## config.mk

```make
export PLATFORM = sky130hd
export DESIGN_NAME = board_check_seq
export DESIGN_NICKNAME = d
export VERILOG_FILES = /design/src/rtl/sudoku_pkg.sv /design/src/rtl/board_addr_gen.sv /design/src/rtl/board_check_seq.sv
export SDC_FILE = /design/constraint.sdc
export NUM_CORES = 1
export LEC_CHECK = 0
export BUFFER_PORTS_ARGS = -buffer_cell sky130_fd_sc_hd__buf_2
export CAP_MARGIN = 20
export CORE_UTILIZATION = 60
export CTS_CLUSTER_DIAMETER = 200
export DETAILED_ROUTE_END_ITERATION = 10
export GPL_ROUTABILITY_DRIVEN = 0
export GPL_TIMING_DRIVEN = 0
export PLACE_DENSITY = 0.79
export SLEW_MARGIN = 20
export SYNTH_ARGS = -nofsm -noshare
export SYNTH_HDL_FRONTEND = slang
export SYNTH_SLANG_ARGS = --single-unit
```

## constraint.sdc

```tcl
create_clock -name clka -period 13.63 [get_ports clka]
set_clock_uncertainty 0.2 [all_clocks]
set_input_delay 2.726 -clock clka [delete_from_list [all_inputs] [get_ports clka]]
set_output_delay 2.726 -clock clka [all_outputs]
set_load 0.05 [all_outputs]
```

## src/rtl/sudoku_pkg.sv

```systemverilog
// Shared constants and encodings for the Sudoku board checker.
package sudoku_pkg;

  localparam int unsigned DefaultN   = 9;
  localparam int unsigned DefaultBox = 3;
  localparam int unsigned DefaultVw  = 4;
  localparam int unsigned DefaultRw  = $clog2(DefaultN);

  typedef enum logic [1:0] {
    StIdle,
    StScan,
    StDrain,
    StDone
  } state_e;

  typedef enum logic [1:0] {
    GrpRow = 2'd0,
    GrpCol = 2'd1,
    GrpBox = 2'd2
  } group_e;

endpackage

```

## src/rtl/board_addr_gen.sv

```systemverilog
// Group/cell counters for the board walk and the (group, cell) -> (row, col) mapping.
module board_addr_gen import sudoku_pkg::*; #(
  parameter int unsigned N   = DefaultN,
  parameter int unsigned BOX = DefaultBox,
  parameter int unsigned RW  = DefaultRw
) (
  input  logic          clka,
  input  logic          restart,
  input  logic          clear,
  input  logic          advance,
  output logic [RW-1:0] row,
  output logic [RW-1:0] col,
  output logic [RW-1:0] gidx,
  output group_e        kind,
  output logic          first_cell,
  output logic          last_cell,
  output logic          last_group
);

  localparam int unsigned GW = $clog2(3 * N);

  logic [GW-1:0] grp_q;
  logic [RW-1:0] cell_q;

  assign first_cell = (cell_q == '0);
  assign last_cell  = (cell_q == RW'(N - 1));
  assign last_group = (grp_q == GW'(3 * N - 1));

  // Counters saturate on the final address so rd_row/rd_col hold once the walk ends.
  always_ff @(posedge clka or posedge restart) begin
    if (restart) begin
      grp_q  <= '0;
      cell_q <= '0;
    end else if (clear) begin
      grp_q  <= '0;
      cell_q <= '0;
    end else if (advance && !(last_cell && last_group)) begin
      if (last_cell) begin
        cell_q <= '0;
        grp_q  <= grp_q + GW'(1);
      end else begin
        cell_q <= cell_q + RW'(1);
      end
    end
  end

  always_comb begin
    int unsigned g;
    int unsigned c;
    int unsigned b;
    g    = 32'(grp_q);
    c    = 32'(cell_q);
    b    = 0;
    kind = GrpRow;
    gidx = '0;
    row  = '0;
    col  = '0;
    if (g < N) begin
      kind = GrpRow;
      gidx = RW'(g);
      row  = RW'(g);
      col  = RW'(c);
    end else if (g < 2 * N) begin
      kind = GrpCol;
      gidx = RW'(g - N);
      row  = RW'(c);
      col  = RW'(g - N);
    end else begin
      b    = g - 2 * N;
      kind = GrpBox;
      gidx = RW'(b);
      row  = RW'((b / BOX) * BOX + c / BOX);
      col  = RW'((b % BOX) * BOX + c % BOX);
    end
  end

endmodule

```

## src/rtl/board_check_seq.sv

```systemverilog
// Walks every row, column and box of the board RAM once per start and reports the result.
module board_check_seq import sudoku_pkg::*; #(
  parameter  int unsigned N   = DefaultN,
  parameter  int unsigned BOX = DefaultBox,
  parameter  int unsigned VW  = DefaultVw,
  localparam int unsigned RW  = $clog2(N)
) (
  input  logic          clka,
  input  logic          restart,
  input  logic          start,
  output logic          rd_en,
  output logic [RW-1:0] rd_row,
  output logic [RW-1:0] rd_col,
  input  logic [VW-1:0] rd_data,
  output logic          busy,
  output logic          done,
  output logic          solved,
  output logic          full,
  output logic          conflict,
  output logic [1:0]    err_kind,
  output logic [RW-1:0] err_idx
);

  state_e        state_q, state_d;
  logic [N-1:0]  mask_q, mask_d;
  logic          full_q, full_d;
  logic          conflict_q, conflict_d;
  logic          solved_q, solved_d;
  logic [1:0]    err_kind_q, err_kind_d;
  logic [RW-1:0] err_idx_q, err_idx_d;

  // Group context travelling alongside the one-cycle read latency.
  logic          v_q, first_q;
  group_e        kind_q;
  logic [RW-1:0] gidx_q;

  logic          first_cell, last_cell, last_group;
  group_e        kind;
  logic [RW-1:0] gidx;
  logic          start_acc, process, hit;
  logic [N-1:0]  base, bit_oh;

  assign rd_en     = (state_q == StScan);
  assign busy      = (state_q == StScan) || (state_q == StDrain);
  assign done      = (state_q == StDone);
  assign start_acc = (state_q == StIdle) && start;
  assign solved    = solved_q;
  assign full      = full_q;
  assign conflict  = conflict_q;
  assign err_kind  = err_kind_q;
  assign err_idx   = err_idx_q;

  board_addr_gen #(
    .N   (N),
    .BOX (BOX),
    .RW  (RW)
  ) u_addr_gen (
    .clka       (clka),
    .restart    (restart),
    .clear      (start_acc),
    .advance    (rd_en),
    .row        (rd_row),
    .col        (rd_col),
    .gidx       (gidx),
    .kind       (kind),
    .first_cell (first_cell),
    .last_cell  (last_cell),
    .last_group (last_group)
  );

  // Data arriving after an abort to DONE is ignored because process requires SCAN/DRAIN.
  always_comb begin
    process = v_q && ((state_q == StScan) || (state_q == StDrain));
    base    = first_q ? '0 : mask_q;
    bit_oh  = {{(N-1){1'b0}}, 1'b1} << (rd_data - VW'(1));
    hit     = process && (rd_data != '0) &&
              ((rd_data > VW'(N)) || ((base & bit_oh) != '0));
  end

  always_comb begin
    state_d    = state_q;
    mask_d     = mask_q;
    full_d     = full_q;
    conflict_d = conflict_q;
    solved_d   = solved_q;
    err_kind_d = err_kind_q;
    err_idx_d  = err_idx_q;

    if (process) begin
      mask_d = base;
      if (rd_data == '0) begin
        full_d = 1'b0;
      end else if (!hit) begin
        mask_d = base | bit_oh;
      end
      if (hit) begin
        conflict_d = 1'b1;
        if (!conflict_q) begin
          err_kind_d = kind_q;
          err_idx_d  = gidx_q;
        end
      end
    end

    case (state_q)
      StIdle: begin
        if (start) begin
          state_d    = StScan;
          mask_d     = '0;
          full_d     = 1'b1;
          conflict_d = 1'b0;
          solved_d   = 1'b0;
          err_kind_d = '0;
          err_idx_d  = '0;
        end
      end
      StScan: begin
        if (hit) begin
          state_d = StDone;
        end else if (last_cell && last_group) begin
          state_d = StDrain;
        end
      end
      StDrain: state_d = StDone;
      StDone:  state_d = StIdle;
      default: state_d = StIdle;
    endcase

    if ((state_d == StDone) && (state_q != StDone)) begin
      solved_d = full_d & ~conflict_d;
    end
  end

  always_ff @(posedge clka or posedge restart) begin
    if (restart) begin
      state_q    <= StIdle;
      mask_q     <= '0;
      full_q     <= 1'b0;
      conflict_q <= 1'b0;
      solved_q   <= 1'b0;
      err_kind_q <= '0;
      err_idx_q  <= '0;
      v_q        <= 1'b0;
      first_q    <= 1'b0;
      kind_q     <= GrpRow;
      gidx_q     <= '0;
    end else begin
      state_q    <= state_d;
      mask_q     <= mask_d;
      full_q     <= full_d;
      conflict_q <= conflict_d;
      solved_q   <= solved_d;
      err_kind_q <= err_kind_d;
      err_idx_q  <= err_idx_d;
      v_q        <= rd_en;
      first_q    <= first_cell;
      kind_q     <= kind;
      gidx_q     <= gidx;
    end
  end

endmodule

```

# After elaboration in Yosys (flattened, before gate mapping)
# Index checks and enable logic that the tools add are counted.
[classes]
n_reduce_logical = 21
n_eq_ne = 7
multipliers = 2
shift = 1
n_mux = 45
magnitude_cmp = 3
bitwise_logic = 4
div_mod_pow = 4
add_sub_neg = 7
[op_table]
columns = ["op", "count"]
rows = [
  ["multiplier 32 x 2 -> 4 bit (second input constant)", 2],
  ["two-way mux 4 bit", 14],
  ["two-way mux 9 bit", 6],
  ["divider 32 x 2 -> 32 bit (second input constant)", 1],
  ["divider 4 x 2 -> 32 bit (second input constant)", 1],
  ["modulo 32 x 2 -> 32 bit (second input constant)", 1],
  ["modulo 4 x 2 -> 32 bit (second input constant)", 1],
  ["two-way mux 2 bit", 10],
  ["two-way mux 5 bit", 3],
  ["two-way mux 1 bit", 11],
  ["bitwise AND 9 bit", 1],
  ["bitwise OR 9 bit", 1],
  ["nonzero test 9 bit", 1],
  ["<< shifter 1 x 4 -> 9 bit (first input constant)", 1],
  ["adder 4 bit", 2],
  ["zero test 4 bit", 2],
  ["one-hot mux 2 bit (4 select lines)", 1],
  ["nonzero test 2 bit", 4],
  ["logical AND 1 bit", 7],
  ["== test 2 bit (second input constant)", 3],
  ["subtractor 5 x 5 -> 6 bit (second input constant)", 1],
  ["adder 5 x 1 -> 5 bit (second input constant)", 1],
  ["== test 5 bit (second input constant)", 1],
  ["less-than comparator 5 x 4 -> 1 bit (second input constant)", 1],
  ["other kinds (15)", 17],
]
[totals]
latch_bits = 0
rom_bits = 0
out_inout_bits = 20
ram_bits = 0
input_bits = 7
register_bits = 37
word_cells = 107
n_memories = 0

# Longest topological paths before layout
[depth]
depth_word = 13
depth_mapped = 35
mapped_depth_nobuf = 31

# Modules after synthesis
# From an unflattened synthesis, not the netlist that was laid out.
[hier_totals]
hier_cells = 401
hier_area_um2 = 3499.6
[modules_own_cells]
columns = ["mod", "seq_area_each_um2", "n_inst", "cells_each", "area_each_um2"]
rows = [
  ["board_addr_gen", 225.2, 1, 271, 2119.5],
  ["board_check_seq", 700.7, 1, 130, 1380.1],
]

# Worst setup path after synthesis
# No wires, ideal clock.
[synth_path]
kind = "reg-to-output"
startpoint = "register u_addr_gen.grp_q[1]"
endpoint = "output port rd_col[3]"
path_stages_with_launch = 33
path_slack_ns = 2.253
arrival_ns = 8.451
t_required_ns = 10.704
cell_sequence = "dfrtp_1 buf_2 inv_1 ha_1 nor2b_1 buf_2 nor3_2 nand2_1 ha_1 clkbuf_1 clkbuf_1 a211o_1 a32o_1 nor2_1 nand2_1 ha_1 inv_1 o41ai_4 nand4bb_4 xnor2_4 ha_1 nor3_2 mux2_2 fa_1 ha_1 fa_1 xor2_1 xnor2_1 xnor2_1 xnor2_2 a221oi_2 o41ai_1 o31ai_1"
[synth_between]
elab_chain_cells = 6
[synth_rtl]
columns = ["element", "line", "text"]
rows = [
  ["from (decl)", "board_addr_gen.sv:22", "logic [GW-1:0] grp_q;"],
  ["from (signal assigned)", "board_addr_gen.sv:40", "grp_q <= grp_q + GW'(1);"],
  ["subtractor 5 x 5 -> 6 bit", "board_addr_gen.sv:69", "b = g - 2 * N;"],
  ["modulo 32 x 2 -> 32 bit", "board_addr_gen.sv:73", "col = RW'((b % BOX) * BOX + c % BOX);"],
  ["multiplier 32 x 2 -> 4 bit", "board_addr_gen.sv:73", ""],
  ["adder 4 bit", "board_addr_gen.sv:73", ""],
  ["two-way mux 4 bit", "board_addr_gen.sv:63", "end else if (g < 2 * N) begin"],
  ["two-way mux 4 bit (*)", "board_addr_gen.sv:58", "if (g < N) begin"],
  ["to (decl)", "board_check_seq.sv:13", "output logic [RW-1:0] rd_col,"],
]
# Every way passes the cells marked *; elsewhere a longest branch is shown, timed or not.

# Worst setup path after layout
# Same ends and word-level chain as after synthesis.

==> flow_summary.json <==
{
  "outcome": "complete, no violations",
  "grt_max_degree": 38,
  "top_usage_layer": "met2",
  "io_buffer_count": 24,
  "met2_usage_pct": 47.7,
  "synth_edf_count": 0,
  "r2r_cells": 9,
  "cts.sinks": 37,
  "yosysSeqAreaShare_pct": 23.1,
  "drt_iter0_drc": 285,
  "rsz0062_at_grt": "false",
  "max_freq_mhz": 82.2,
  "clock_tree.buffer_depth": 2,
  "via_per_inst": 6.35,
  "gr-total-overflow": 0,
  "tns_ns": 0,
  "ys_seq_elements": 37,
  "synth_top_cell_by_area": "dfrtp_1",
  "worstPathRequired_ns": 10.70,
  "hold_violations": 0,
  "cp-start-kind": "register",
  "clkSlewWorstSetupHoldPaths_ns": 0.08,
  "worstSetupPathType": "register to output pin",
  "cp_max_fo": 11,
  "holdBufCountCts": 0,
  "cts_resized": 0,
  "finish.instance_area_um2": 4330,
  "hold_path_depth": 2,
  "clk_latency_ns": 0.29,
  "final_cell_mix": "58 x nor2_1, 37 x dfrtp_1, 30 x ha_1",
  "use_met3_pct": 2.27,
  "arrival_ns": 9.24,
  "drv_slew": 0,
  "ant_nets": 0,
  "route.detailed.drc": 0,
  "tightest_slew_ns": 0.750,
  "crit_slowest_cell": "dfrtp_1",
  "async_reset_ff_share_pct": 100,
  "routed_wirelength_um": 9810,
  "r2r_start": "u_addr_gen.grp_q[1]",
  "num_rows": 29,
  "numCtsBuffers": 5,
  "fin_nets": 552,
  "n_antenna_cell": 0,
  "antenna_found_initial": 0,
  "finalSetupViolCount": 0,
  "layout_commonest_cell": "nor2_1",
  "die_h_um": 83.8,
  "gr-usage-met1_pct": 40.4,
  "synthFlopType": "dfrtp_1",
  "syn_to_final_growth_pct": 7.79,
  "grtUsageTotal_pct": 29.0,
  "slew_headroom_pct": 50.0,
  "placed_cell_area_um2": 4230,
  "io_pins": 27,
  "min_delay_worst_endpoint": "err_kind[1]",
  "fp.dieArea_um2": 7020,
  "num_vias": 3729,
  "yosysTopAreaCellShare_pct": 23.1,
  "wl_per_cell_um": 16.7,
  "drtPass1Iterations": 5,
  "fillers": 512,
  "hp-class": "register to register",
  "synthTopCellsByArea": "dfrtp_1 23%, ha_1 9.4%, nor2_1 5.4%, xnor2_1 4.6%, o21ai_0 3.4%",
  "fin_crit_ns": 12.17,
  "reg2reg_to": "gidx_q[1]",
  "min_from": "kind_q[1]",
  "cts_root_buf": "clkbuf_8",
  "cpPeakStageDelay_ns": 0.67,
  "rrSetupSlack_ns": 10.32,
  "post-cts-setup-buffers": 0,
  "yosysWarnings": 0,
  "cts_tree": "done",
  "syn_avg_cell_area_um2": 8.40,
  "first_global_vias": 3543,
  "netlist_area_um2": 4010,
  "dp_hpwl_um": 7360,
  "coreArea_um2": 6390,
  "ys_types": 84,
  "drive_above_1_share_pct": 15.7,
  "drv_cap": 0,
  "period_share_pct": 89.3,
  "grt_pass1_wl_um": 16800,
  "postSynthCellCount": 478,
  "critPathMostFrequentCell": "ha_1",
  "start_util_pct": 62.9,
  "h-tree-depth": 2,
  "end_kind": "output pin",
  "die_w_um": 83.8,
  "synth_nets": 521
}
[worst max-delay path: cells and delay by family, from the launching register on]
kind	cells	cell delay, ns
compound gates	6	1.17
buf+inv	7	1.70
flops	1	0.67
simple gates	8	1.96
mux	1	0.42
xor+xnor	5	0.84
fa+ha+maj	7	2.17
[cell families after synthesis]
| logic type | after synthesis | share of synthesized area, % |
|---|---|---|
| buf+inv | 61 | 6.76 |
| compound gates | 125 | 22.8 |
| flops | 37 | 23.1 |
| xor+xnor | 27 | 6.73 |
| simple gates | 174 | 23.6 |
| mux | 18 | 4.71 |
| fa+ha+maj | 36 | 12.3 |
[cells in the mapped netlist, drive strengths merged, types with 7 or more instances]
cell type	number
nand2b	7
a21oi	27
buf	13
nor3	20
nand2	30
o21ai	31
clkbuf	19
ha	30
inv	28
mux2	7
mux2i	11
nand3	12
o22ai	7
nor2	59
xnor2	23
nor4	8
dfrtp	37
[final cells by class]
type / instances / area (um^2) / share of cell area [%]
Tap cell: 77 / 96.3 / 2.23
Sequential cell: 37 / 926 / 21.4
Clock buffer: 6 / 82.6 / 1.91
Timing Repair Buffer: 24 / 120 / 2.78
Multi-Input combinational cell: 380 / 2820 / 65.1
Clock inverter: 2 / 13.8 / 0.318
Buffer: 32 / 160 / 3.70
Inverter: 29 / 111 / 2.57
[per-layer routing]
layer / vias up / wire length, um
li1: 1789 / -
met1: 1774 / 4430
met2: 147 / 4620
met3: 19 / 556
met4: 0 / 200
met5: - / 0
[worst max-delay path by stage]
stage                                   start   endpoint  slack [ns]  cells after the start
after global routing      u_addr_gen.grp_q[1]  rd_col[3]        0.84                     34
after floorplan           u_addr_gen.grp_q[1]  rd_col[3]        2.25                     32
final                     u_addr_gen.grp_q[1]  rd_col[3]        1.46                     34
after global placement    u_addr_gen.grp_q[1]  rd_col[3]        1.97                     34
after CTS                 u_addr_gen.grp_q[1]  rd_col[3]        1.54                     34
after detailed placement  u_addr_gen.grp_q[1]  rd_col[3]        1.91                     34
[per-stage QoR]
step | utilization (%) | worst slack [ns] | cells | hold slack, ns
6_report | 67.8 | 1.46 | 587 | 0.295
5_1_grt | 67.8 | 0.835 | 587 | 0.325
2_1_floorplan | - | 2.25 | 478 | 0.261
3_5_place_dp | 66.2 | 1.91 | 579 | 0.280
3_3_place_gp | 66.2 | 1.97 | 579 | 0.269
4_1_cts | 67.8 | 1.54 | 587 | 0.304
[registers in the layout, summed over array words and instances (netlist names)]
signal and count:
conflict 1, err_idx 4, err_kind 2, first_q 1
full 1, gidx_q 4, kind_q 2, mask_q 9
solved 1, state_q 2, u_addr_gen.cell_q 4, u_addr_gen.grp_q 5
v_q 1
Power is left out: the tool's default activity adds up to more than one toggle a clock period on the data nets, which glitch-free logic cannot reach.
